==> config.mk <==
export PLATFORM = sky130hd
export DESIGN_NAME = uart_tx_serializer
export DESIGN_NICKNAME = d
export VERILOG_FILES = /design/src/rtl/uart_tx_serializer.sv
export SDC_FILE = /design/constraint.sdc
export NUM_CORES = 1
export LEC_CHECK = 0
export ABC_AREA = 1
export BUFFER_PORTS_ARGS = -buffer_cell sky130_fd_sc_hd__buf_2
export CORE_MARGIN = 2
export CORE_UTILIZATION = 40
export CTS_BUF_LIST = sky130_fd_sc_hd__clkbuf_4 sky130_fd_sc_hd__clkbuf_8
export DETAILED_ROUTE_END_ITERATION = 16
export PLACE_DENSITY = 0.61
export SYNTH_ARGS = -nofsm -noshare
export SYNTH_HDL_FRONTEND = slang
export SYNTH_SLANG_ARGS = --single-unit
==> constraint.sdc <==
create_clock -name clock -period 2.3 [get_ports clock]
set_input_delay 0.23 -clock clock [delete_from_list [all_inputs] [get_ports clock]]
set_output_delay 0.23 -clock clock [all_outputs]
set_load 0.005 [all_outputs]
==> src/rtl/uart_tx_serializer.sv <==
// uart_tx_serializer: LSB-first asynchronous UART frame generator (start, 5-8 data, optional parity, 1-2 stop).
// Latency: the start bit reaches o_uart_tx on the edge after the accepting handshake; a frame is (1+D+P+S)*div cycles.
// Backpressure: o_user_tx_ready is only high in IDLE with CTS low; one byte per handshake, frame config latched at accept.
//
// Optional feature macro: UART_TX_BREAK_EN adds input i_break and the BREAK/MARK line-break sequence.
//
// Ports:
//   clock, reset          system clock, asynchronous active-low reset
//   i_user_tx_data/valid  byte and its valid; o_user_tx_ready accepts it
//   i_div_num             clock cycles per bit (0 behaves as 1)
//   i_data_bit            data bits per frame, clamped to 5..P_DATA_WIDTH
//   i_stop_bit            0/1 -> one stop bit, 2/3 -> two stop bits
//   i_check_bit           0/3 none, 1 odd, 2 even parity
//   i_uart_cts            high holds off the start of a new frame
//   o_uart_tx             serial line, idle high
//   o_tx_busy             high from handshake until the last stop bit ends
module uart_tx_serializer #(
    parameter int P_DIV_WIDTH  = 24,
    parameter int P_DATA_WIDTH = 8
) (
    input  logic                    clock,
    input  logic                    reset,
    input  logic [P_DATA_WIDTH-1:0] i_user_tx_data,
    input  logic                    i_user_tx_valid,
    output logic                    o_user_tx_ready,
    input  logic [P_DIV_WIDTH-1:0]  i_div_num,
    input  logic [3:0]              i_data_bit,
    input  logic [1:0]              i_stop_bit,
    input  logic [1:0]              i_check_bit,
    input  logic                    i_uart_cts,
`ifdef UART_TX_BREAK_EN
    input  logic                    i_break,
`endif
    output logic                    o_uart_tx,
    output logic                    o_tx_busy
);

    typedef enum logic [2:0] {
        S_IDLE   = 3'd0,
        S_START  = 3'd1,
        S_DATA   = 3'd2,
        S_PARITY = 3'd3,
        S_STOP   = 3'd4
`ifdef UART_TX_BREAK_EN
        ,
        S_BREAK  = 3'd5,
        S_MARK   = 3'd6
`endif
    } state_t;

    localparam logic [P_DIV_WIDTH-1:0] DIV_ONE  = P_DIV_WIDTH'(1);
    localparam logic [3:0]             MIN_BITS = 4'd5;
    localparam logic [3:0]             MAX_BITS = 4'(P_DATA_WIDTH);

    state_t                  state_q, state_d;
    logic [P_DIV_WIDTH-1:0]  baud_q, baud_d;
    logic [P_DIV_WIDTH-1:0]  div_q, div_d;
    logic [3:0]              bit_q, bit_d;
    logic [3:0]              dbits_q, dbits_d;
    logic                    stop_cnt_q, stop_cnt_d;
    logic                    stop2_q, stop2_d;
    logic                    par_en_q, par_en_d;
    logic                    par_q, par_d;
    logic [P_DATA_WIDTH-1:0] shift_q, shift_d;
    logic                    tx_q, tx_d;
    logic                    ready_q, ready_d;
    logic                    busy_q, busy_d;

    logic [P_DIV_WIDTH-1:0]  eff_div;
    logic [3:0]              eff_dbits;
    logic [P_DATA_WIDTH-1:0] data_mask;
    logic                    baud_done;
    logic                    accept;

    // Effective configuration seen at the accepting edge.
    always_comb begin
        eff_div = (i_div_num == '0) ? DIV_ONE : i_div_num;
        if (i_data_bit < MIN_BITS) begin
            eff_dbits = MIN_BITS;
        end else if (i_data_bit > MAX_BITS) begin
            eff_dbits = MAX_BITS;
        end else begin
            eff_dbits = i_data_bit;
        end
        data_mask = '0;
        for (int i = 0; i < P_DATA_WIDTH; i++) begin
            data_mask[i] = (4'(i) < eff_dbits);
        end
    end

    assign baud_done = (baud_q == (div_q - DIV_ONE));
    assign accept    = (state_q == S_IDLE) && i_user_tx_valid && ready_q;

    always_comb begin
        state_d    = state_q;
        baud_d     = baud_done ? '0 : (baud_q + DIV_ONE);
        div_d      = div_q;
        bit_d      = bit_q;
        dbits_d    = dbits_q;
        stop_cnt_d = stop_cnt_q;
        stop2_d    = stop2_q;
        par_en_d   = par_en_q;
        par_d      = par_q;
        shift_d    = shift_q;

        case (state_q)
            S_IDLE: begin
                baud_d = '0;
                if (accept) begin
                    state_d    = S_START;
                    div_d      = eff_div;
                    bit_d      = '0;
                    dbits_d    = eff_dbits;
                    stop_cnt_d = 1'b0;
                    stop2_d    = (i_stop_bit >= 2'd2);
                    par_en_d   = (i_check_bit == 2'd1) || (i_check_bit == 2'd2);
                    // Odd parity inverts the XOR so the ones-count including parity is odd.
                    par_d      = (^(i_user_tx_data & data_mask)) ^ (i_check_bit == 2'd1);
                    shift_d    = i_user_tx_data & data_mask;
                end
`ifdef UART_TX_BREAK_EN
                else if (i_break) begin
                    state_d = S_BREAK;
                    div_d   = eff_div;
                end
`endif
            end
            S_START: begin
                if (baud_done) begin
                    state_d = S_DATA;
                end
            end
            S_DATA: begin
                if (baud_done) begin
                    shift_d = shift_q >> 1;
                    if (bit_q == (dbits_q - 4'd1)) begin
                        state_d    = par_en_q ? S_PARITY : S_STOP;
                        stop_cnt_d = 1'b0;
                    end else begin
                        bit_d = bit_q + 4'd1;
                    end
                end
            end
            S_PARITY: begin
                if (baud_done) begin
                    state_d    = S_STOP;
                    stop_cnt_d = 1'b0;
                end
            end
            S_STOP: begin
                if (baud_done) begin
                    if (stop_cnt_q == stop2_q) begin
                        state_d = S_IDLE;
                    end else begin
                        stop_cnt_d = 1'b1;
                    end
                end
            end
`ifdef UART_TX_BREAK_EN
            S_BREAK: begin
                baud_d = '0;
                if (!i_break) begin
                    state_d    = S_MARK;
                    stop_cnt_d = 1'b0;
                end
            end
            S_MARK: begin
                // Two bit periods of mark after the break releases.
                if (baud_done) begin
                    if (stop_cnt_q) begin
                        state_d = S_IDLE;
                    end else begin
                        stop_cnt_d = 1'b1;
                    end
                end
            end
`endif
            default: begin
                state_d = S_IDLE;
            end
        endcase

        // The line follows the current state one cycle later, so the start bit
        // lands on the edge after the handshake.
        case (state_q)
            S_START:  tx_d = 1'b0;
            S_DATA:   tx_d = shift_q[0];
            S_PARITY: tx_d = par_q;
`ifdef UART_TX_BREAK_EN
            S_BREAK:  tx_d = 1'b0;
`endif
            default:  tx_d = 1'b1;
        endcase

        // Ready/busy track the next state so back-to-back frames get a single idle cycle.
        busy_d  = (state_d != S_IDLE);
        ready_d = (state_d == S_IDLE) && !i_uart_cts;
    end

    always_ff @(posedge clock or negedge reset) begin
        if (!reset) begin
            state_q    <= S_IDLE;
            baud_q     <= '0;
            div_q      <= '0;
            bit_q      <= '0;
            dbits_q    <= '0;
            stop_cnt_q <= 1'b0;
            stop2_q    <= 1'b0;
            par_en_q   <= 1'b0;
            par_q      <= 1'b0;
            shift_q    <= '0;
            tx_q       <= 1'b1;
            ready_q    <= 1'b0;
            busy_q     <= 1'b0;
        end else begin
            state_q    <= state_d;
            baud_q     <= baud_d;
            div_q      <= div_d;
            bit_q      <= bit_d;
            dbits_q    <= dbits_d;
            stop_cnt_q <= stop_cnt_d;
            stop2_q    <= stop2_d;
            par_en_q   <= par_en_d;
            par_q      <= par_d;
            shift_q    <= shift_d;
            tx_q       <= tx_d;
            ready_q    <= ready_d;
            busy_q     <= busy_d;
        end
    end

    assign o_uart_tx       = tx_q;
    assign o_user_tx_ready = ready_q;
    assign o_tx_busy       = busy_q;

endmodule

==> run_results.csv <==
group,metric,value,unit
run_status,status,"complete, but fails checks",
run_status,violations,"setup timing",
min_path,min-delay-path-class,"input port to register",
timing,fin_skew,0.0107,ns
finish,drive_gt1_frac,0.257,
drt,viasPerCell,5.01,
die,die-area,13200,um^2
critical_path,cpMaxStageDelayCell,"dfrtp_2",
critical_path,cp-startpoint,"div_q[3]",
finish,regArea,1860,um^2
global_route,grt_pass1_wl,22100,um
critical_path,cpMostUsedCell,"nand2_2",
global_route,grt_pass1_vias,4816,
run,maxCapViolCount,0,
critical_path,crit_type,"register to register",
global_route,grt-ovfl-total,0,
die,rows,40,
finish,syn2layout_area_growth,28.3,%
clock_network,numCtsBuffers,9,
critical_path,crit_family,"simple AND/OR/NAND/NOR gates",
synthesis,synth-simple-area-share,0.361,
synthesis,synthAdderAreaFrac,0.0127,
critical_path,critPathRequiredTime,2.58,ns
power_and_ir_drop,powerDensity,411,nW/um^2
clock_network,clockBufferDepth,2,
clock_network,insertion_delay,0.35,ns
drt,drt-total-wl,13200,um
synthesis,synth_top_cells_by_area,"dfrtp_1, nand2_1, inv_1, nor2_1, nand3_1",
clock_network,cts_num_sinks,74,
timing,finalHoldViolations,0,
synthesis,ys_ff_latch,74,
die,die_h,115,um
timing,slew_headroom,0.520,
timing,fin_crit_sh,1.03,
critical_path,cp_cell_sequence,"nor2_4 > nand2_8 > nor2_4 > buf_6 > nand2_2 > nand2_2 > nand2_2 > clkinv_1 > nand2_2 > nor2_2 > nand2_2 > nor2_4 > nand2_4 > nand2_2 > nand2_2 > inv_4 > buf_4 > nand4_1 > o21ai_1",
synthesis,synth_top_area_frac,0.371,
finish,final_nets,868,
critical_path,startpoint_type,"register",
finish,layout_common_cells,"nand2_1, inv_1, dfrtp_1",
critical_path,worst-path-buf-inv,4,
timing,fin_crit,2.37,ns
finish,multi_input_area,2890,um^2
drt,drtPass1Iterations,5,
finish,fillerInstances,1164,
clock_network,cts_tree,"built",
timing,max_freq,422,MHz
timing,rsz0062_at_grt,"true",
timing,timing.final.ws_setup,-0.0683,ns
finish,insertedDiodeCount,0,
synthesis,yosysTopAreaCell,"dfrtp_1",
critical_path,crit_path_max_fanout,8,
clock_network,cts-root-buf,"clkbuf_8",
min_path,hp-start,"i_uart_cts",
critical_path,critPathArrivalTime,2.65,ns
drt,first_iter_violations,292,
drt,antenna_left,0,
global_route,grt_max_degree,42,
die,core-area,12000,um^2
die,die_x,115,um
clock_network,clk_pin_slew,0.08,ns
place,placed_cells,940,
timing,finalSetupViolCount,20,
critical_path,slowest_delay,0.46,ns
synthesis,synth_compound_area_frac,0.0748,
power_and_ir_drop,max-vdd-ir-drop,0.290,mV
synthesis,netlist_area,4920,um^2
synthesis,synth_cell_types,40,
place,gp_congestion,0.890,
power_and_ir_drop,leakage,3.36,nW
critical_path,rr_startpoint,"div_q[3]",
place,place_area,5600,um^2
finish,postLayoutCellArea,6310,um^2
critical_path,worst-r2r-setup-slack,-0.07,ns
critical_path,endpoint_kind,"register",
place,port_buffers,45,
timing,worstMarginPinSlew,0.713,ns
min_path,hold_depth,2,
finish,layout.cells.non_filler,971,
synthesis,netlist_instances,719,
synthesis,ys_seq_area_frac,0.377,
synthesis,syn_area_per_cell,6.84,um^2
finish,final_common_cell,"nand2_1",
critical_path,worstReg2RegEnd,"bit_q[2]",
timing,slew_viol_final,0,
place,place_hpwl,10100,um
die,num_io_pins,47,
global_route,antenna_found_initial,0,
synthesis,yosys_warnings,0,
drt,num_vias,4867,
synthesis,synth_top_family_by_area,"simple AND/OR/NAND/NOR gates",
drt,drc,0,
global_route,grt_usage,0.212,
die,initial_utilization,0.409,
drt,wire_per_inst,13.5,um
min_path,hold_end,"o_user_tx_ready",
clock_network,cts_max_level,3,
critical_path,rr_worst_depth,19,
synthesis,muxShareOfSynthArea,0,
synthesis,synth.net_count,768,
synthesis,synth-xor-area-share,0.0730,
logic make-up (layout without fill, tap and decap cells):
family,count (synthesis),after routing
and+or+nand+nor,409,409
DFF,74,74
buffers and inverters,127,232
xor gates and xnor gates,41,41
AOI/OAI and AO/OA,63,63
adders and majority gates,5,5
worst register-to-register path, delay by kind of cell (launching register included):
kind,cells,cell delay [ns]
buffers and inverters,4,0.41
DFF,1,0.46
AOI/OAI and AO/OA,1,0.09
and+or+nand+nor,14,1.36
worst max path at each step:
stage | end | slack, ns | depth (start not counted)
after global placement | o_user_tx_ready | -0.06 | 13
after detailed placement | bit_q[1] | -0.17 | 20
after floorplan | baud_q[15] | 0.09 | 19
after global routing | shift_q[2] | -0.25 | 18
final | bit_q[2] | -0.07 | 19
after CTS | bit_q[2] | -0.02 | 20
sequential cells by signal, indices dropped and copies added, names as in the netlist, 3 cells and up:
name     count
baud_q      24
div_q       24
shift_q      8
bit_q        4
dbits_q      4
state_q      3
per-stage QoR:
stage	hold WS (ns)	power [W]	TNS, ns	worst slack [ns]	utilization
2_1_floorplan	-0.0656	0.00136	0	0.0863	-
3_3_place_gp	0.244	0.00144	-0.779	-0.0638	0.466
3_5_place_dp	0.253	0.00144	-2.82	-0.165	0.466
4_1_cts	0.0103	0.00262	-0.0495	-0.0221	0.497
5_1_grt	0.00160	0.00270	-5.26	-0.247	0.526
6_report	0.0279	0.00259	-0.800	-0.0683	0.526
routing by layer:
layer  GRT usage  wire, um  vias to the layer above
met4      0.0723       310                        0
li1            -         -                     2461
met2       0.364      6530                      112
met3      0.0395       555                       25
met5           0         0                        -
met1       0.268      5760                     2269
what timing repair did:
action	in CTS	in global routing
resized for setup	30	81
hold buffers	1	0
hold endpoints to repair	39	0
setup endpoints to repair	37	41
cloned	1	0
pin swaps	10	29
buffers inserted	5	8
synthesized netlist by cell type:
cell and n:
o211ai_1 9, nand3_1 46, nand2_4 1, o21ai_1 4
inv_1 110, buf_4 1, a21oi_1 7, a31oi_1 1
or2_2 6, nand2_1 222, buf_1 1, o21ai_4 1
a22oi_1 1, and2_1 1, xor2_1 20, nor2_1 75
xnor2_1 21, o221ai_1 1, and2_0 1, nor2_4 3
nor4_1 6, o21a_1 1, nor2_2 6, or2_0 1
o22ai_1 2, dfrtp_1 73, inv_2 2, buf_6 2
o21ai_0 34, buf_2 2, clkinv_1 2, nor3_1 8
clkbuf_1 7, nand2_2 4, a21oi_2 1, nand3b_1 8
nand4_1 21, o21bai_1 1, dfstp_2 1, ha_1 5
power breakdown:
part	total (W)	leakage [nW]	internal, W	switching (W)
Sequential	0.00130	0.949	0.00130	0
Combinational	0.000116	2.29	0.0000503	0.0000657
Clock	0.00118	0.120	0.000683	0.000494
Total	0.00259	3.36	0.00203	0.000560
cell type report:
cell class,instances,area share
clock buffers,12,0.0252
clock inverters,4,0.0117
inverters,114,0.0698
multi-input cells,518,0.457
flip-flops and latches,74,0.294
well taps,147,0.0291
repair buffers,102,0.113
No activity file was read; power rests on OpenSTA's default activity.
